File: src/rtl/hazard_ctrl_if.sv
// rtl/hazard_ctrl_if.sv - pipeline-to-hazard-scheduler signal bundle
interface hazard_ctrl_if;
    logic [4:0] id_rs1;
    logic [4:0] id_rs2;
    logic       id_rs1_used;
    logic       id_rs2_used;
    logic       ex_valid;
    logic       ex_regwrite;
    logic       ex_memread;
    logic       ex_muldiv;
    logic       ex_redirect;
    logic [4:0] ex_dst;
    logic       mem_valid;
    logic       mem_regwrite;
    logic [4:0] mem_dst;
    logic       wb_valid;
    logic       wb_regwrite;
    logic [4:0] wb_dst;
    logic       dmem_req;
    logic       dmem_ack;
    logic [1:0] fwd_rs1_sel;
    logic [1:0] fwd_rs2_sel;
    logic       stall_if;
    logic       stall_id;
    logic       stall_ex;
    logic       stall_mem;
    logic       bubble_ex;
    logic       bubble_mem;
    logic       bubble_wb;
    logic       flush_if_id;

    modport slave (
        input  id_rs1, id_rs2, id_rs1_used, id_rs2_used,
        input  ex_valid, ex_regwrite, ex_memread, ex_muldiv, ex_redirect, ex_dst,
        input  mem_valid, mem_regwrite, mem_dst,
        input  wb_valid, wb_regwrite, wb_dst,
        input  dmem_req, dmem_ack,
        output fwd_rs1_sel, fwd_rs2_sel,
        output stall_if, stall_id, stall_ex, stall_mem,
        output bubble_ex, bubble_mem, bubble_wb, flush_if_id
    );

    modport master (
        output id_rs1, id_rs2, id_rs1_used, id_rs2_used,
        output ex_valid, ex_regwrite, ex_memread, ex_muldiv, ex_redirect, ex_dst,
        output mem_valid, mem_regwrite, mem_dst,
        output wb_valid, wb_regwrite, wb_dst,
        output dmem_req, dmem_ack,
        input  fwd_rs1_sel, fwd_rs2_sel,
        input  stall_if, stall_id, stall_ex, stall_mem,
        input  bubble_ex, bubble_mem, bubble_wb, flush_if_id
    );
endinterface

File: src/rtl/hazard_ctrl.sv
// rtl/hazard_ctrl.sv - forwarding, stall, bubble and flush scheduler for the 5-stage pipeline
module hazard_ctrl #(
    parameter int MULDIV_LAT = 4,
    parameter int CNT_W      = 3
) (
    input  logic          clk,
    input  logic          reset,
    hazard_ctrl_if.slave  hz
);

    typedef enum logic [1:0] {
        RUN     = 2'd0,
        MEMWAIT = 2'd1,
        MDBUSY  = 2'd2
    } state_t;

    state_t             state, state_n;
    logic [CNT_W-1:0]   cnt, cnt_n;

    logic ex_m1, ex_m2, mem_m1, mem_m2, wb_m1, wb_m2;
    logic load_use;
    logic [1:0] sel1, sel2;

    always_comb begin
        ex_m1  = hz.ex_valid  && hz.ex_regwrite  && (hz.ex_dst  == hz.id_rs1) && (hz.id_rs1 != 5'd0) && hz.id_rs1_used;
        ex_m2  = hz.ex_valid  && hz.ex_regwrite  && (hz.ex_dst  == hz.id_rs2) && (hz.id_rs2 != 5'd0) && hz.id_rs2_used;
        mem_m1 = hz.mem_valid && hz.mem_regwrite && (hz.mem_dst == hz.id_rs1) && (hz.id_rs1 != 5'd0) && hz.id_rs1_used;
        mem_m2 = hz.mem_valid && hz.mem_regwrite && (hz.mem_dst == hz.id_rs2) && (hz.id_rs2 != 5'd0) && hz.id_rs2_used;
        wb_m1  = hz.wb_valid  && hz.wb_regwrite  && (hz.wb_dst  == hz.id_rs1) && (hz.id_rs1 != 5'd0) && hz.id_rs1_used;
        wb_m2  = hz.wb_valid  && hz.wb_regwrite  && (hz.wb_dst  == hz.id_rs2) && (hz.id_rs2 != 5'd0) && hz.id_rs2_used;
        sel1 = ex_m1 ? 2'd1 : mem_m1 ? 2'd2 : wb_m1 ? 2'd3 : 2'd0;
        sel2 = ex_m2 ? 2'd1 : mem_m2 ? 2'd2 : wb_m2 ? 2'd3 : 2'd0;
        load_use = hz.ex_memread && (ex_m1 || ex_m2);
    end

    always_ff @(posedge clk) begin
        if (reset) begin
            state <= RUN;
            cnt   <= '0;
        end else begin
            state <= state_n;
            cnt   <= cnt_n;
        end
    end

    // The memory-ack cycle of MEMWAIT unfreezes EX, so it takes the same
    // mul/div-start, redirect and load-use decisions as a RUN cycle.
    always_comb begin
        state_n        = state;
        cnt_n          = cnt;
        hz.fwd_rs1_sel = 2'd0;
        hz.fwd_rs2_sel = 2'd0;
        hz.stall_if    = 1'b0;
        hz.stall_id    = 1'b0;
        hz.stall_ex    = 1'b0;
        hz.stall_mem   = 1'b0;
        hz.bubble_ex   = 1'b0;
        hz.bubble_mem  = 1'b0;
        hz.bubble_wb   = 1'b0;
        hz.flush_if_id = 1'b0;
        if (!reset) begin
            hz.fwd_rs1_sel = sel1;
            hz.fwd_rs2_sel = sel2;
            if (state == MDBUSY) begin
                hz.stall_if   = 1'b1;
                hz.stall_id   = 1'b1;
                hz.stall_ex   = 1'b1;
                hz.bubble_mem = 1'b1;
                cnt_n         = cnt - CNT_W'(1);
                if (cnt <= CNT_W'(1))
                    state_n = RUN;
            end else if ((state == MEMWAIT && !hz.dmem_ack) ||
                         (state == RUN && hz.dmem_req && !hz.dmem_ack)) begin
                hz.stall_if  = 1'b1;
                hz.stall_id  = 1'b1;
                hz.stall_ex  = 1'b1;
                hz.stall_mem = 1'b1;
                hz.bubble_wb = 1'b1;
                state_n      = MEMWAIT;
            end else begin
                state_n = RUN;
                if (hz.ex_valid && hz.ex_muldiv) begin
                    hz.stall_if   = 1'b1;
                    hz.stall_id   = 1'b1;
                    hz.stall_ex   = 1'b1;
                    hz.bubble_mem = 1'b1;
                    cnt_n         = CNT_W'(MULDIV_LAT - 1);
                    if (MULDIV_LAT > 1)
                        state_n = MDBUSY;
                end else if (hz.ex_redirect) begin
                    hz.flush_if_id = 1'b1;
                    hz.bubble_ex   = 1'b1;
                end else if (load_use) begin
                    hz.stall_if  = 1'b1;
                    hz.stall_id  = 1'b1;
                    hz.bubble_ex = 1'b1;
                end
            end
        end
    end

endmodule

File: src/flat_wrapper.sv
// flat-port wrapper written by rule: the top's interface ports become plain ports
module hazard_ctrl_flat 
#(
    parameter int MULDIV_LAT = 4,
    parameter int CNT_W      = 3
)
  (clk, reset, hz_id_rs1, hz_id_rs2, hz_id_rs1_used, hz_id_rs2_used, hz_ex_valid, hz_ex_regwrite, hz_ex_memread, hz_ex_muldiv, hz_ex_redirect, hz_ex_dst, hz_mem_valid, hz_mem_regwrite, hz_mem_dst, hz_wb_valid, hz_wb_regwrite, hz_wb_dst, hz_dmem_req, hz_dmem_ack, hz_fwd_rs1_sel, hz_fwd_rs2_sel, hz_stall_if, hz_stall_id, hz_stall_ex, hz_stall_mem, hz_bubble_ex, hz_bubble_mem, hz_bubble_wb, hz_flush_if_id);
  hazard_ctrl_if hz_i ();
  input  logic clk;
  input  logic reset;
  input wire logic [$bits(hz_i.id_rs1)-1:0] hz_id_rs1;
  input wire logic [$bits(hz_i.id_rs2)-1:0] hz_id_rs2;
  input wire logic [$bits(hz_i.id_rs1_used)-1:0] hz_id_rs1_used;
  input wire logic [$bits(hz_i.id_rs2_used)-1:0] hz_id_rs2_used;
  input wire logic [$bits(hz_i.ex_valid)-1:0] hz_ex_valid;
  input wire logic [$bits(hz_i.ex_regwrite)-1:0] hz_ex_regwrite;
  input wire logic [$bits(hz_i.ex_memread)-1:0] hz_ex_memread;
  input wire logic [$bits(hz_i.ex_muldiv)-1:0] hz_ex_muldiv;
  input wire logic [$bits(hz_i.ex_redirect)-1:0] hz_ex_redirect;
  input wire logic [$bits(hz_i.ex_dst)-1:0] hz_ex_dst;
  input wire logic [$bits(hz_i.mem_valid)-1:0] hz_mem_valid;
  input wire logic [$bits(hz_i.mem_regwrite)-1:0] hz_mem_regwrite;
  input wire logic [$bits(hz_i.mem_dst)-1:0] hz_mem_dst;
  input wire logic [$bits(hz_i.wb_valid)-1:0] hz_wb_valid;
  input wire logic [$bits(hz_i.wb_regwrite)-1:0] hz_wb_regwrite;
  input wire logic [$bits(hz_i.wb_dst)-1:0] hz_wb_dst;
  input wire logic [$bits(hz_i.dmem_req)-1:0] hz_dmem_req;
  input wire logic [$bits(hz_i.dmem_ack)-1:0] hz_dmem_ack;
  output wire logic [$bits(hz_i.fwd_rs1_sel)-1:0] hz_fwd_rs1_sel;
  output wire logic [$bits(hz_i.fwd_rs2_sel)-1:0] hz_fwd_rs2_sel;
  output wire logic [$bits(hz_i.stall_if)-1:0] hz_stall_if;
  output wire logic [$bits(hz_i.stall_id)-1:0] hz_stall_id;
  output wire logic [$bits(hz_i.stall_ex)-1:0] hz_stall_ex;
  output wire logic [$bits(hz_i.stall_mem)-1:0] hz_stall_mem;
  output wire logic [$bits(hz_i.bubble_ex)-1:0] hz_bubble_ex;
  output wire logic [$bits(hz_i.bubble_mem)-1:0] hz_bubble_mem;
  output wire logic [$bits(hz_i.bubble_wb)-1:0] hz_bubble_wb;
  output wire logic [$bits(hz_i.flush_if_id)-1:0] hz_flush_if_id;
  assign hz_i.id_rs1 = hz_id_rs1;
  assign hz_i.id_rs2 = hz_id_rs2;
  assign hz_i.id_rs1_used = hz_id_rs1_used;
  assign hz_i.id_rs2_used = hz_id_rs2_used;
  assign hz_i.ex_valid = hz_ex_valid;
  assign hz_i.ex_regwrite = hz_ex_regwrite;
  assign hz_i.ex_memread = hz_ex_memread;
  assign hz_i.ex_muldiv = hz_ex_muldiv;
  assign hz_i.ex_redirect = hz_ex_redirect;
  assign hz_i.ex_dst = hz_ex_dst;
  assign hz_i.mem_valid = hz_mem_valid;
  assign hz_i.mem_regwrite = hz_mem_regwrite;
  assign hz_i.mem_dst = hz_mem_dst;
  assign hz_i.wb_valid = hz_wb_valid;
  assign hz_i.wb_regwrite = hz_wb_regwrite;
  assign hz_i.wb_dst = hz_wb_dst;
  assign hz_i.dmem_req = hz_dmem_req;
  assign hz_i.dmem_ack = hz_dmem_ack;
  assign hz_fwd_rs1_sel = hz_i.fwd_rs1_sel;
  assign hz_fwd_rs2_sel = hz_i.fwd_rs2_sel;
  assign hz_stall_if = hz_i.stall_if;
  assign hz_stall_id = hz_i.stall_id;
  assign hz_stall_ex = hz_i.stall_ex;
  assign hz_stall_mem = hz_i.stall_mem;
  assign hz_bubble_ex = hz_i.bubble_ex;
  assign hz_bubble_mem = hz_i.bubble_mem;
  assign hz_bubble_wb = hz_i.bubble_wb;
  assign hz_flush_if_id = hz_i.flush_if_id;
  hazard_ctrl #(.MULDIV_LAT(MULDIV_LAT), .CNT_W(CNT_W)) u_core (.clk(clk), .reset(reset), .hz(hz_i));
endmodule
File: config.mk
export PLATFORM = sky130hd
export DESIGN_NAME = hazard_ctrl_flat
export DESIGN_NICKNAME = d
export VERILOG_FILES = /design/src/rtl/hazard_ctrl_if.sv /design/src/rtl/hazard_ctrl.sv /design/src/flat_wrapper.sv
export SDC_FILE = /design/constraint.sdc
export NUM_CORES = 1
export LEC_CHECK = 0
export ABC_AREA = 1
export CAP_MARGIN = 0
export CELL_PAD_IN_SITES_DETAIL_PLACEMENT = 1
export CELL_PAD_IN_SITES_GLOBAL_PLACEMENT = 1
export CORE_ASPECT_RATIO = 1.2
export CORE_UTILIZATION = 26
export DETAILED_ROUTE_END_ITERATION = 10
export PLACE_DENSITY_LB_ADDON = 0.12
export SLEW_MARGIN = 20
export SYNTH_ARGS = -nofsm -noshare
export SYNTH_HDL_FRONTEND = slang
export SYNTH_SLANG_ARGS = --single-unit
File: constraint.sdc
create_clock -name clk -period 2.8 [get_ports clk]
set_input_delay 0.28 -clock clk [delete_from_list [all_inputs] [get_ports clk]]
set_output_delay 0.28 -clock clk [all_outputs]
set_load 0.02 [all_outputs]
# ---- Word-level counts from Yosys, hierarchy flattened
# Cells that the tools add are included.
dict set report classes {
  add_sub_neg 1
  magnitude_cmp 1
  eq_ne 10
  mux 41
  n_reduce_logical 34
}
# cell count
set ops {}
lappend ops {{== test 5 bit} 6}
lappend ops {{logical AND 1 bit} 26}
lappend ops {{2-to-1 mux 1 bit} 26}
lappend ops {{2-to-1 mux 2 bit} 12}
lappend ops {{nonzero test 5 bit} 2}
lappend ops {{2-to-1 mux 3 bit} 3}
lappend ops {{<= comparator 3 x 1 -> 1 bit, second input constant} 1}
lappend ops {{subtractor 3 x 1 -> 3 bit, second input constant} 1}
lappend ops {{== test 2 x 1 -> 1 bit, second input constant} 1}
lappend ops {{== test 2 bit, second input constant} 1}
lappend ops {{logical NOT 2 bit} 1}
lappend ops {{logical OR 1 bit} 2}
lappend ops {{!= test 2 x 1 -> 1 bit, second input constant} 1}
lappend ops {{!= test 2 bit, second input constant} 1}
lappend ops {{AND reduction 2 bit} 1}
lappend ops {{nonzero test 2 bit} 1}
lappend ops {{logical NOT 1 bit} 1}
dict set report totals {
  ff_bits 5
}

# ---- Depth between registers and ports, before layout
dict set report depth {
  ltp_word 12
  ltp_mapped 11
  depth_no_buf 10
}

# ---- Least setup slack after synthesis
# No wires, ideal clock.
dict set report synth_timing {
  path_kind {input to output}
  from {in hz_id_rs1[2]}
  to {out hz_stall_if}
  arrival_ps 1168
  slack_ps 1352
  path_stages 9
  n_path_buf 1
  cell_sequence {nor2_1 > nand2_1 > nor2_1 > nor2_1 > nand2_1 > nand2_1 > nand3_1 > nand2_1 > buf_4}
}
dict set report synth_via {
  elab_chain_cells 12
  word_cells_on_any_way 13
}
# element line_no
set synth_lines {}
lappend synth_lines {{start, declared} flat_wrapper.sv:11} ;# input wire logic [$bits(hz_i.id_rs1)-1:0] hz_id_rs1;
lappend synth_lines {{== test 5 bit} hazard_ctrl.sv:25} ;# ex_m1 = hz.ex_valid && hz.ex_regwrite && (hz.ex_dst == hz.id_rs1) && (hz.id_rs1 != 5'd0) && hz.id_rs1_used;
lappend synth_lines {{logical AND 1 bit} hazard_ctrl.sv:25}
lappend synth_lines {{logical AND 1 bit (*) (2 in a row)} hazard_ctrl.sv:25}
lappend synth_lines {{logical OR 1 bit (*)} hazard_ctrl.sv:33} ;# load_use = hz.ex_memread && (ex_m1 || ex_m2);
lappend synth_lines {{logical AND 1 bit (*)} hazard_ctrl.sv:33}
lappend synth_lines {{2-to-1 mux 1 bit (*) (6 in a row)} -}
lappend synth_lines {{end, declared} flat_wrapper.sv:31} ;# output wire logic [$bits(hz_i.stall_if)-1:0] hz_stall_if;
# Mark *: on every way between the ends. The rest lies on a longest branch, timed or not.

# ---- Worst setup path in the final report
dict set report layout_timing {
  from {in hz_id_rs1[4]}
  to {out hz_stall_id}
}
dict set report layout_via {
  elab_chain_cells 12
  word_cells_on_any_way 13
}
# element line_no
set layout_lines {}
lappend layout_lines {{== test 5 bit} hazard_ctrl.sv:25}
lappend layout_lines {{logical AND 1 bit} hazard_ctrl.sv:25}
lappend layout_lines {{logical AND 1 bit (*) (2 in a row)} hazard_ctrl.sv:25}
lappend layout_lines {{logical OR 1 bit (*)} hazard_ctrl.sv:33}
lappend layout_lines {{logical AND 1 bit (*)} hazard_ctrl.sv:33}
lappend layout_lines {{2-to-1 mux 1 bit (*)} hazard_ctrl.sv:93} ;# end else if (load_use) begin
lappend layout_lines {{2-to-1 mux 1 bit (*)} hazard_ctrl.sv:90} ;# end else if (hz.ex_redirect) begin
lappend layout_lines {{2-to-1 mux 1 bit (*)} hazard_ctrl.sv:82} ;# if (hz.ex_valid && hz.ex_muldiv) begin
lappend layout_lines {{2-to-1 mux 1 bit (*)} hazard_ctrl.sv:72} ;# end else if ((state == MEMWAIT && !hz.dmem_ack) ||
lappend layout_lines {{2-to-1 mux 1 bit (*)} hazard_ctrl.sv:64} ;# if (state == MDBUSY) begin
lappend layout_lines {{2-to-1 mux 1 bit (*)} hazard_ctrl.sv:61} ;# if (!reset) begin
lappend layout_lines {{end, declared} flat_wrapper.sv:32} ;# output wire logic [$bits(hz_i.stall_id)-1:0] hz_stall_id;
# Marked as above.

==> impl_metrics.csv <==
group,metric,value,unit
pwr,peakVddDrop,0.0983,mV
clock_network,numCtsBuffers,3,
synth,synth_most_common_cell,"nand2_1",
global_route,grt_max_degree,12,
sta,slew_viol_final,0,
floorplan,io_pins,52,
sta,final_hold_viol_count,0,
finish,regArea,100,um2
sta,worst_slew_pin_slew,0.390,ns
sta,fmax,0.402,GHz
sta,totalNegativeSetupSlack,0,ns
synth,synth_top_area_share,31.5,%
placement,gp_congestion,0.847,
route,postRouteAntennaNets,0,
route,vias,1351,
global_route,grt-ovfl-total,0,
clock_network,path_clk_slew,0.03,ns
synth,syn_nets,246,
pwr,power.density,266,nW/um2
global_route,grt.total_usage,18.2,%
hold_path,hold_class,"flop to flop",
sta,max-slew-margin-rel,73.9,%
sta,rsz0062_at_grt,"false",
clock_network,cts_resized,0,
placement,hpwl,3.07,mm
floorplan,dieWidth,58.6,um
floorplan,num_rows,24,
critical_path,startpoint_type,"input pin",
outcome,status,"finished, final reports clean",
synth,ys_ff_latch,5,
critical_path,end_kind,"primary output",
critical_path,crit_arrival,2.21,ns
global_route,antenna_found_initial,0,
clock_network,cts.sinks,5,
synth,synthTopCellsByArea,"nand2_1 (32%), nor2_1 (13%), xnor2_1 (11%)",
sta,min_period,2.49,ns
synth,ys_types,24,
route,vias_per_cell,4.39,
synth,synth_seq_area_share,10.0,%
synth,async_flop_share,0,%
synth,synth_top_area_cell,"nand2_1",
route,drt_pass1_iterations,3,
finish,antenna_cells,0,
floorplan,die_area,4100,um2
route,route.detailed.drc,0,
clock_network,cts_setup_buffers,0,
pwr,p_total,426,uW
global_route,grt_pass1_wl,5.89,mm
critical_path,r2r_cells,5,
sta,post-route-period-util,88.8,%
finish,area_growth,60.2,%
floorplan,die_height,69.9,um
critical_path,cp.required,2.52,ns
floorplan,start_util,27.3,%
floorplan,core-area,3660,um2
critical_path,path_class,"input pin to primary output",
synth,syn_area_per_cell,4.90,um2
synth,synth_commonest_cells,"nand2_1 (84), nor2_1 (34), inv_1 (25)",
clock_network,cts_root_buf,"clkbuf_8",
finish,final_layout_size_suffix_gt1_share,5.47,%
route,routed_wl,3.33,mm
hold_path,whs_path_depth,2,
synth,yosys_warnings,0,
pwr,p_leak,0.777,nW
global_route,grt_pass1_vias,1449,
clock_network,clock_path_buffers,2,
sta,finClkSkew,0.00156,ns
synth,syn-cell-area,1000,um2
clock_network,clock_latency,0.22,ns
synth,synth_edf_count,0,
finish,fillCellCount,532,
clock_network,ctsHoldBuffers,0,
clock_network,cts_tree,"done",
flow_run,drv_cap,0,
placement,portBuffers,51,
route,wire_per_inst,10.8,um
sta,finalSetupViolations,0,
clock_network,ctsHtreeMaxLevel,1,
synth,syn_inst,204,
finish,multi_input_area,757,um2
synth,synthFlopType,"dfxtp_1",
critical_path,crit_fanout,4,
finish,nNetsFinal,299,
route,dr.first_iter.drc_count,8,
==> routing by layer <==
layer	track usage [%]	up-vias	share of wire [%]
met5	0	-	0
met4	5.03	0	1.1
met3	0.926	6	3.2
met2	37.3	32	56
met1	18.8	592	40
li1	-	721	-
==> path summary, 6_finish.rpt <==
check             slack [ns]       endpoint          start
hold reg to reg         0.53  u_core.cnt[0]  u_core.cnt[0]
setup / recovery        0.31    hz_stall_id   hz_id_rs1[4]
setup reg to reg        1.71  u_core.cnt[2]  u_core.cnt[0]
hold / removal          0.53  u_core.cnt[0]  u_core.cnt[0]
==> metrics by stage <==
step / hold WS (ns) / std cells / utilization, % / instance area [um2] / setup WS, ns
floorplan: 0.434 / 204 / - / 1000 / 1.35
detailed placement: 0.533 / 304 / 42.5 / 1560 / 0.284
global route: 0.575 / 308 / 43.7 / 1600 / 0.144
global placement: 0.533 / 304 / 42.5 / 1560 / 0.292
CTS: 0.539 / 308 / 43.7 / 1600 / 0.277
finish: 0.535 / 308 / 43.7 / 1600 / 0.315
==> cells in the final DEF (no fill, tap or decap) <==
master           synthesis  final
a21oi_1                  8      8
a21oi_2                  1      1
a221oi_1                 1      1
a22oi_1                  1      1
and3_1                   1      1
clkbuf_1                 1      1
clkbuf_8                 0      3
clkdlybuf4s50_1          0     51
clkinv_1                 1      1
dfxtp_1                  5      5
ha_1                     2      2
inv_1                   25     25
inv_2                    7      7
nand2_1                 84     84
nand3_1                  4      4
nand3b_1                 1      1
nand4_1                  4      4
nor2_1                  34     34
nor2_2                   2      2
nor3_1                   2      2
o21ai_0                  3      3
o21ai_1                  1      1
o21ai_2                  1      1
xnor2_1                 12     12
xor2_1                   1      1
==> registers in the layout, summed over array words and instances (netlist names) <==
register      flops
u_core.cnt        3
u_core.state      2
==> kinds of logic after synthesis <==
group / after synthesis / synth area share (%)
AND/OR/NAND/NOR: 132 / 52.4
buffers and inverters: 36 / 14.3
AO/OA/AOI/OAI: 16 / 9.39
XOR/XNOR: 13 / 11.4
flip-flops: 5 / 10.0
adder cells (fa/ha/maj): 2 / 2.50
==> final cells by class <==
class	count	share of cell area (%)
clock buffers	4	2.81
inverters	33	7.73
multi-input cells	163	47.3
flip-flops and latches	5	6.25
well taps	52	4.06
repair buffers	51	31.9
==> report_power, final <==
part	switching (mW)	total [mW]	internal (mW)
combinational	0.107	0.213	0.106
sequential	0.00283	0.0801	0.0773
clock	0.0351	0.133	0.0977
total	0.145	0.426	0.281
==> worst max-delay path, cell delays in order <==
cell and delay [ns]:
clkdlybuf4s50_1 0.50, xnor2_1 0.27, nand2_1 0.10, nor2_1 0.09, nand2_1 0.10, nand2_1 0.10
nand3_1 0.07, nand2_1 0.08, clkdlybuf4s50_1 0.61
(Power assumes the default switching activity.)
